--- src/rtl/wp_reg_port_ctrl_pkg.sv ---
// Shared wavepool constants and controller state type.
package wp_reg_port_ctrl_pkg;

  localparam int unsigned NUM_ENTRIES = 40;
  localparam int unsigned DATA_W      = 35;
  localparam int unsigned ADDR_W      = 6;
  localparam int unsigned NUM_WR      = 3;
  localparam int unsigned NUM_RD      = 2;

  typedef enum logic {
    ST_INIT = 1'b0,
    ST_RUN  = 1'b1
  } ctrl_state_e;

endpackage

--- src/rtl/wp_reg_port_ctrl_rr_arbiter_3.sv ---
// Three-way round-robin arbiter; the requester after the last winner has top priority.
module rr_arbiter_3 (
  input  logic       clk,
  input  logic       rst,
  input  logic [2:0] req,
  input  logic       update,
  output logic [2:0] gnt
);

  logic [1:0] ptr_q, ptr_d;

  // Grant search starting at the priority pointer; pointer advances past the winner
  always_comb begin
    gnt = '0;
    case (ptr_q)
      2'd1: begin
        if      (req[1]) gnt = 3'b010;
        else if (req[2]) gnt = 3'b100;
        else if (req[0]) gnt = 3'b001;
      end
      2'd2: begin
        if      (req[2]) gnt = 3'b100;
        else if (req[0]) gnt = 3'b001;
        else if (req[1]) gnt = 3'b010;
      end
      default: begin
        if      (req[0]) gnt = 3'b001;
        else if (req[1]) gnt = 3'b010;
        else if (req[2]) gnt = 3'b100;
      end
    endcase

    ptr_d = ptr_q;
    if (update) begin
      case (gnt)
        3'b001:  ptr_d = 2'd1;
        3'b010:  ptr_d = 2'd2;
        3'b100:  ptr_d = 2'd0;
        default: ptr_d = ptr_q;
      endcase
    end
  end

  // Priority pointer register
  always_ff @(posedge clk) begin
    if (rst) ptr_q <= 2'd0;
    else     ptr_q <= ptr_d;
  end

endmodule

--- src/rtl/wp_reg_port_ctrl.sv ---
// Register-file port controller: clear sweep after reset, then RR write / fixed-priority read.
module wp_reg_port_ctrl #(
  parameter int unsigned NUM_ENTRIES = wp_reg_port_ctrl_pkg::NUM_ENTRIES,
  parameter int unsigned DATA_W      = wp_reg_port_ctrl_pkg::DATA_W,
  parameter int unsigned ADDR_W      = wp_reg_port_ctrl_pkg::ADDR_W,
  parameter int unsigned NUM_WR      = wp_reg_port_ctrl_pkg::NUM_WR,
  parameter int unsigned NUM_RD      = wp_reg_port_ctrl_pkg::NUM_RD
) (
  input  logic                         clk,
  input  logic                         rst,
  input  logic [NUM_WR-1:0]            wr_req,
  input  logic [NUM_WR*ADDR_W-1:0]     wr_addr,
  input  logic [NUM_WR*DATA_W-1:0]     wr_data,
  output logic [NUM_WR-1:0]            wr_gnt,
  input  logic [NUM_RD-1:0]            rd_req,
  input  logic [NUM_RD*ADDR_W-1:0]     rd_addr,
  output logic [NUM_RD-1:0]            rd_gnt,
  output logic                         rd_valid,
  output logic [$clog2(NUM_RD)-1:0]    rd_id,
  output logic [DATA_W-1:0]            rd_data,
  output logic                         rf_wr_en,
  output logic [ADDR_W-1:0]            rf_wr_addr,
  output logic [DATA_W-1:0]            rf_wr_data,
  output logic [ADDR_W-1:0]            rf_rd_addr,
  input  logic [DATA_W-1:0]            rf_rd_data,
  output logic                         init_done,
  output logic                         addr_err
);

  import wp_reg_port_ctrl_pkg::*;

  localparam int unsigned       RD_ID_W   = $clog2(NUM_RD);
  localparam logic [ADDR_W-1:0] LAST_ADDR = ADDR_W'(NUM_ENTRIES - 1);

  ctrl_state_e         state_q, state_d;
  logic [ADDR_W-1:0]   sweep_q, sweep_d;
  logic                wr_en_q, wr_en_d;
  logic [ADDR_W-1:0]   wr_addr_q, wr_addr_d;
  logic [DATA_W-1:0]   wr_data_q, wr_data_d;
  logic                rd_valid_q, rd_valid_d;
  logic [RD_ID_W-1:0]  rd_id_q, rd_id_d;
  logic [DATA_W-1:0]   rd_data_q, rd_data_d;
  logic                addr_err_q, addr_err_d;

  logic                run, sweeping, wr_any, rd_any;
  logic [NUM_WR-1:0]   wr_req_run;
  logic [ADDR_W-1:0]   wr_sel_addr, rd_sel_addr;
  logic [DATA_W-1:0]   wr_sel_data;
  logic [RD_ID_W-1:0]  rd_sel_id;

  // rst also gates live outputs, so a reset cycle neither grants nor issues a pending write
  assign run        = (state_q == ST_RUN)  && !rst;
  assign sweeping   = (state_q == ST_INIT) && !rst;
  assign wr_req_run = run ? wr_req : '0;

  rr_arbiter_3 u_wr_arb (
    .clk    (clk),
    .rst    (rst),
    .req    (wr_req_run),
    .update (run),
    .gnt    (wr_gnt)
  );

  // Mux the granted write requester's address and data
  always_comb begin
    wr_sel_addr = '0;
    wr_sel_data = '0;
    for (int unsigned i = 0; i < NUM_WR; i++) begin
      if (wr_gnt[i]) begin
        wr_sel_addr = wr_addr[i*ADDR_W +: ADDR_W];
        wr_sel_data = wr_data[i*DATA_W +: DATA_W];
      end
    end
  end

  // Fixed-priority read grant: descending scan so the lowest index wins
  always_comb begin
    rd_gnt      = '0;
    rd_sel_addr = '0;
    rd_sel_id   = '0;
    if (run) begin
      for (int unsigned i = NUM_RD; i > 0; i--) begin
        if (rd_req[i-1]) begin
          rd_gnt        = '0;
          rd_gnt[i-1]   = 1'b1;
          rd_sel_addr   = rd_addr[(i-1)*ADDR_W +: ADDR_W];
          rd_sel_id     = RD_ID_W'(i-1);
        end
      end
    end
  end

  assign wr_any     = |wr_gnt;
  assign rd_any     = |rd_gnt;
  assign rf_rd_addr = rd_sel_addr;

  // Next-state: sweep sequencing, registered write issue, read return, error pulse
  always_comb begin
    state_d    = state_q;
    sweep_d    = sweep_q;
    wr_en_d    = wr_any && (wr_sel_addr <= LAST_ADDR);
    wr_addr_d  = wr_sel_addr;
    wr_data_d  = wr_sel_data;
    rd_valid_d = rd_any;
    rd_id_d    = rd_any ? rd_sel_id : rd_id_q;
    rd_data_d  = rd_data_q;
    if (rd_any) rd_data_d = (rd_sel_addr <= LAST_ADDR) ? rf_rd_data : '0;
    addr_err_d = (wr_any && (wr_sel_addr > LAST_ADDR)) ||
                 (rd_any && (rd_sel_addr > LAST_ADDR));
    case (state_q)
      ST_INIT: begin
        sweep_d = sweep_q + 1'b1;
        if (sweep_q == LAST_ADDR) begin
          state_d = ST_RUN;
          sweep_d = '0;
        end
      end
      default: state_d = ST_RUN;
    endcase
  end

  // State and pipeline registers
  always_ff @(posedge clk) begin
    if (rst) begin
      state_q    <= ST_INIT;
      sweep_q    <= '0;
      wr_en_q    <= 1'b0;
      wr_addr_q  <= '0;
      wr_data_q  <= '0;
      rd_valid_q <= 1'b0;
      rd_id_q    <= '0;
      rd_data_q  <= '0;
      addr_err_q <= 1'b0;
    end else begin
      state_q    <= state_d;
      sweep_q    <= sweep_d;
      wr_en_q    <= wr_en_d;
      wr_addr_q  <= wr_addr_d;
      wr_data_q  <= wr_data_d;
      rd_valid_q <= rd_valid_d;
      rd_id_q    <= rd_id_d;
      rd_data_q  <= rd_data_d;
      addr_err_q <= addr_err_d;
    end
  end

  assign rf_wr_en   = sweeping || (wr_en_q && !rst);
  assign rf_wr_addr = sweeping ? sweep_q : wr_addr_q;
  assign rf_wr_data = sweeping ? '0 : wr_data_q;
  assign init_done  = run;
  assign rd_valid   = rd_valid_q;
  assign rd_id      = rd_id_q;
  assign rd_data    = rd_data_q;
  assign addr_err   = addr_err_q;

endmodule

--- config.mk ---
export PLATFORM = sky130hd
export DESIGN_NAME = wp_reg_port_ctrl
export DESIGN_NICKNAME = d
export VERILOG_FILES = /design/src/rtl/wp_reg_port_ctrl_pkg.sv /design/src/rtl/wp_reg_port_ctrl_rr_arbiter_3.sv /design/src/rtl/wp_reg_port_ctrl.sv
export SDC_FILE = /design/constraint.sdc
export NUM_CORES = 1
export LEC_CHECK = 0
export BUFFER_PORTS_ARGS = -buffer_cell sky130_fd_sc_hd__clkbuf_2
export CELL_PAD_IN_SITES_DETAIL_PLACEMENT = 1
export CELL_PAD_IN_SITES_GLOBAL_PLACEMENT = 1
export CORE_MARGIN = 2
export CORE_UTILIZATION = 28
export DETAILED_ROUTE_END_ITERATION = 8
export GPL_TIMING_DRIVEN = 0
export PLACE_DENSITY_LB_ADDON = 0.08
export SLEW_MARGIN = 5
export SYNTH_ARGS = -nofsm -noshare
export SYNTH_HDL_FRONTEND = slang
export SYNTH_SLANG_ARGS = --single-unit
--- constraint.sdc ---
create_clock -name clk -period 2.5 [get_ports clk]
set_input_delay 0.25 -clock clk [delete_from_list [all_inputs] [get_ports clk]]
set_output_delay 0.25 -clock clk [all_outputs]
set_load 0.1 [all_outputs]
Yosys cells after proc, flatten, opt, wreduce, memory -nomap -nowiden
Cells that the tools add are included.

operators by class
  add/sub/neg operators = 1
  $lt $le $gt $ge = 4
  equality and inequality tests = 6
  muxes and demuxes = 33
  bitwise gates (word level) = 1
  reductions and logical operators = 13

operators with widths
  cell                                                  count
  two-way mux 35 bit                                    5
  two-way mux 6 bit                                     8
  two-way mux 3 bit                                     8
  greater-than comparator 6 bit, second input constant  2
  <= comparator 6 bit, second input constant            2
  two-way mux 2 bit                                     4
  adder 6 x 1 -> 6 bit, second input constant           1
  equality test 6 bit, second input constant            1
  logical AND 1 bit                                     6
  two-way mux 1 bit                                     6
  case mux 2 bit (3 select lines)                       1
  case mux 3 bit (2 select lines)                       1
  equality test 3 x 1 -> 1 bit, second input constant   1
  equality test 3 x 2 -> 1 bit, second input constant   1
  equality test 3 bit, second input constant            1
  nonzero test 3 bit                                    1
  OR reduction 3 bit                                    1
  equality test 2 x 1 -> 1 bit, second input constant   1
  equality test 2 bit, second input constant            1
  logical OR 1 bit                                      2
  AND reduction 2 bit                                   1
  OR reduction 2 bit                                    1
  zero test 1 bit                                       1
  inverter 1 bit                                        1

storage, ports and cells
  register bits = 89
  input port bits = 177
  output and inout bits = 92

Logic depth before layout (Yosys ltp)
  depth in word-level cells = 13
  gate-level depth with buffers = 9
  depth with buffers taken out = 8

Hierarchy
A second synthesis with hierarchy kept.

unflattened totals
  cell total of the unflattened synthesis = 502
  area total of the unflattened synthesis = 4374.2 um^2

by module, submodules not included
  module            times used  cells each  area an instance (um^2)
  wp_reg_port_ctrl  1           468         4134.0
  rr_arbiter_3      1           34          240.2

Least setup slack after synthesis
No wires, ideal clock.

  path type = input to register
  start point = input port rd_req[0]
  end point = register rd_data_q[10] (netlist: rd_data[10])
  arrival = 2935 ps
  path slack = -555 ps
  cell stages on the path = 7
  buffers on the path = 2
  path through = buf_2 -> nand3b_1 -> a21oi_1 -> o21ai_0 -> nand2_1 -> buf_2 -> a21oi_1

between the ends
  longest elaborated chain between the ends = 4

RTL lines
  element               RTL line                 source
  from (decl)           wp_reg_port_ctrl.sv:15   input logic [NUM_RD-1:0] rd_req,
  two-way mux 6 bit     wp_reg_port_ctrl.sv:83   if (rd_req[i-1]) begin
  two-way mux 6 bit     wp_reg_port_ctrl.sv:81   if (run) begin
  via rf_rd_addr[4]     wp_reg_port_ctrl.sv:24   output logic [ADDR_W-1:0] rf_rd_addr,
  <= comparator 6 bit   wp_reg_port_ctrl.sv:107  if (rd_any) rd_data_d = (rd_sel_addr <= LAST_ADDR) ? rf_rd_data : '0;
  two-way mux 35 bit    wp_reg_port_ctrl.sv:107
  to (signal assigned)  wp_reg_port_ctrl.sv:142  rd_data_q <= rd_data_d;
  to (decl)             wp_reg_port_ctrl.sv:42   logic [DATA_W-1:0] rd_data_q, rd_data_d;

The timed path passes the listed nets, and every way through them passes these cells.
A chain may end at the register's enable or synchronous reset.

Worst setup path after layout
  start point = register u_wr_arb.ptr_q[0]
  end point = output port wr_gnt[0]

between the ends
  longest elaborated chain between the ends = 2

RTL lines
  element                                                              RTL line                             source
  from (decl)                                                          wp_reg_port_ctrl_rr_arbiter_3.sv:10  logic [1:0] ptr_q, ptr_d;
  from (signal assigned)                                               wp_reg_port_ctrl_rr_arbiter_3.sv:47  else ptr_q <= ptr_d;
  equality test 2 bit or equality test 2 x 1 -> 1 bit (tied branches)  wp_reg_port_ctrl_rr_arbiter_3.sv:15  case (ptr_q)
  case mux 3 bit (2 select lines) *                                    wp_reg_port_ctrl_rr_arbiter_3.sv:15
  to (decl)                                                            wp_reg_port_ctrl.sv:14               output logic [NUM_WR-1:0] wr_gnt,

Mark *: on every way between the ends. The rest lies on a longest branch, timed or not.

==> results.cfg <==
[synthesis]
ys.flop_type = dfxtp_1
synthArstFlopShare_pct = 0
yosys_register_bits = 89
seq_area_frac_synth_pct = 47.3
syn_avg_cell_area_um2 = 8.68
syn_area_um2 = 3770
syn_nets = 614
synth_edf_count = 0
synthCells = 434
synth_cell_type_count = 41
ys.warnings.count = 0

[timing]
fin_crit_ps = 2360
finalHoldViolCount = 0
skew_ps = 7.59
period_share_pct = 94.4
grt_setup_unrepaired = no
tns_ps = 0
setup_viol = 0
worst_slack_ps = 140
max_freq_mhz = 424
maxSlewViolCount = 0
timing.slew.headroom_pct = 60.6
tightest_slew_ps = 594

[die]
core_um2 = 13200
initial_core_util_pct = 28.6
dieWidth_um = 120
rows = 42
ios = 269
dieArea_um2 = 14400
die_y_um = 120

[placement]
pre_cts_slack_ps = 86.9
dp_hpwl_um = 11300
routabilityCongestion = 0.795
numPortBuffers = 266

[min_path]
min_from = rst
min_to = sweep_q[2]
min_path_type = in -> reg
holdPathStages = 2

[grt]
grt_max_degree = 18
grt_pass1_wl_um = 21700
grt-ovfl-total = 0
first_global_vias = 4366
antenna_found_initial = 0
grt_usage_pct = 19.2

[run]
maxCapViolations = 0

[critical_path]
arrival_ps = 2110
endpoint_kind = primary output
path_class = reg -> out
reg2reg_from = u_wr_arb.ptr_q[0]
crit_fanout = 7
crit_required_ps = 2250
start_kind = flop
ff2ff_setup_slack_ps = 230
worstRegToRegCells = 8
r2r_end = wr_data_q[23]

[power_and_ir_drop]
p_total_mw = 2.94
power-per-cell-area_nw_per_um2 = 522
p_leak_nw = 2.98
peakVddDrop_mv = 0.379

[routing]
drc = 0
wl_met2_um = 6920
ant_nets = 0
highest_layer = met4
drt-vias-per-instance = 4.69
drt_iter0_markers = 227
wl_met3_um = 1180
post_drt_wl_per_cell_um = 15.5
met1Wirelength_um = 5330
wirelength_um = 13800
first_pass_iters = 6
vias = 4177

[cts]
clkSinkCount = 89
cts_buffer_depth = 2
clkLatencyLatePin_ps = 340
cts_made_buffers = 9
root_buffer = clkbuf_16
cts_tree = built
cts.reportedPaths.clkPinSlew_ps = 60
postCtsSetupBuffers = 0
htree_num_levels = 3

[cells_and_area]
multiInputGateArea_um2 = 1680
nFillCells = 1666
ff_latch_area_um2 = 1780
diodes = 0
drive_above_1_share_pct = 44.7
fin_nets = 890
area_delta_synth_final_pct = 49.5

[status]
status = finished, final reports clean
==> worst max-delay path by stage <==
| stage | startpoint | to | slack [ps] | cells after the start |
|---|---|---|---|---|
| final | u_wr_arb.ptr_q[0] | wr_gnt[0] | 140 | 5 |
| after CTS | state_q | rf_rd_addr[1] | 70 | 5 |
| after floorplan | state_q | rf_rd_addr[0] | 80 | 6 |
| after global placement | u_wr_arb.ptr_q[0] | wr_gnt[2] | 190 | 8 |
| after global routing | u_wr_arb.ptr_q[0] | wr_gnt[0] | 5 | 5 |
| after detailed placement | u_wr_arb.ptr_q[0] | wr_gnt[2] | 90 | 7 |
==> metrics by stage <==
step | cell area [um2] | instances | util [%] | hold slack (ps)
after floorplan | 3790 | 434 | - | 365
final | 5630 | 890 | 42.7 | 110
after detailed placement | 5340 | 876 | 40.5 | 448
after global routing | 5630 | 890 | 42.7 | 103
after global placement | 5340 | 876 | 40.5 | 440
after CTS | 5620 | 890 | 42.6 | 89.7
==> timing repair <==
item / CTS / global route
endpoints found under the hold margin: 0 / 0
hold buffers: 0 / 0
endpoints found under the setup margin: 6 / 7
gates resized for setup: 4 / 5
gates cloned: 0 / 0
==> synth_stat cells (all sizes together), types with 2 or more instances <==
library cell,count,area (um2)
a21oi,44,220
a222oi,42,420
a22o,3,26.3
buf,13,78.8
clkbuf,17,63.8
dfxtp,89,1780
ha,3,37.5
inv,50,190
mux2,6,67.6
mux2i,2,20.0
nand2,77,292
nand2b,4,32.5
nand3,3,15.0
nand3b,4,30.0
nand4,2,12.5
nor2,11,41.3
nor2b,39,244
o21ai,6,33.8
or2,3,18.8
xor2,3,26.3
==> cells in the final DEF (no fill, tap or decap), types with 10 or more instances in the layout <==
| cell type | netlist | final |
|---|---|---|
| clkbuf_2 | 0 | 265 |
| nor2b_1 | 39 | 39 |
| inv_1 | 48 | 48 |
| nand2_1 | 76 | 76 |
| a21oi_1 | 44 | 40 |
| clkbuf_1 | 17 | 17 |
| nor2_1 | 11 | 10 |
| dfxtp_1 | 89 | 89 |
| a222oi_1 | 42 | 42 |
==> worst max-delay path, stage by stage (launching register included) <==
cell and delay (ps):
dfxtp_1 370, inv_1 60, ha_1 390, o311ai_2 450, inv_1 100, clkbuf_2 390
==> state kept, by name, indices dropped and copies added (netlist names) <==
name	count
rd_data	35
wr_data_q	35
sweep_q	6
wr_addr_q	6
u_wr_arb.ptr_q	2
addr_err	1
rd_id	1
rd_valid	1
state_q	1
wr_en_q	1
==> power by group <==
group	internal, mW	switching [mW]	leakage (nW)	total, mW
registers	1.42	0.00595	0.717	1.43
logic	0.120	0.112	2.13	0.232
clock network	0.724	0.557	0.136	1.28
==> logic make-up (layout without fill, tap and decap cells) <==
family / after synthesis / count (layout) / share of synthesized area, %
AND/OR/NAND/NOR: 146 / 146 / 18.8
AO/OA/AOI/OAI: 103 / 103 / 20.7
flip-flops: 89 / 89 / 47.3
buffers and inverters: 81 / 361 / 8.93
multiplexers: 8 / 8 / 2.32
XOR/XNOR: 4 / 4 / 0.930
adder cells (fa/ha/maj): 3 / 3 / 0.996
==> area by class of cell <==
cell class	instances	share of cell area, %
Inverter	51	3.49
Timing Repair Buffer	266	23.8
Tap cell	176	3.91
Buffer	29	2.49
Multi-Input combinational cell	264	29.8
Clock inverter	2	0.244
Clock buffer	13	4.62
Sequential cell	89	31.6
==> per-layer routing <==
layer	up-vias	global-route usage, %
met1	1910	21.2
met5	-	0
met4	0	8.60
met2	189	33.8
met3	26	5.85
li1	2052	-
Power figures use the tool's default switching activity.
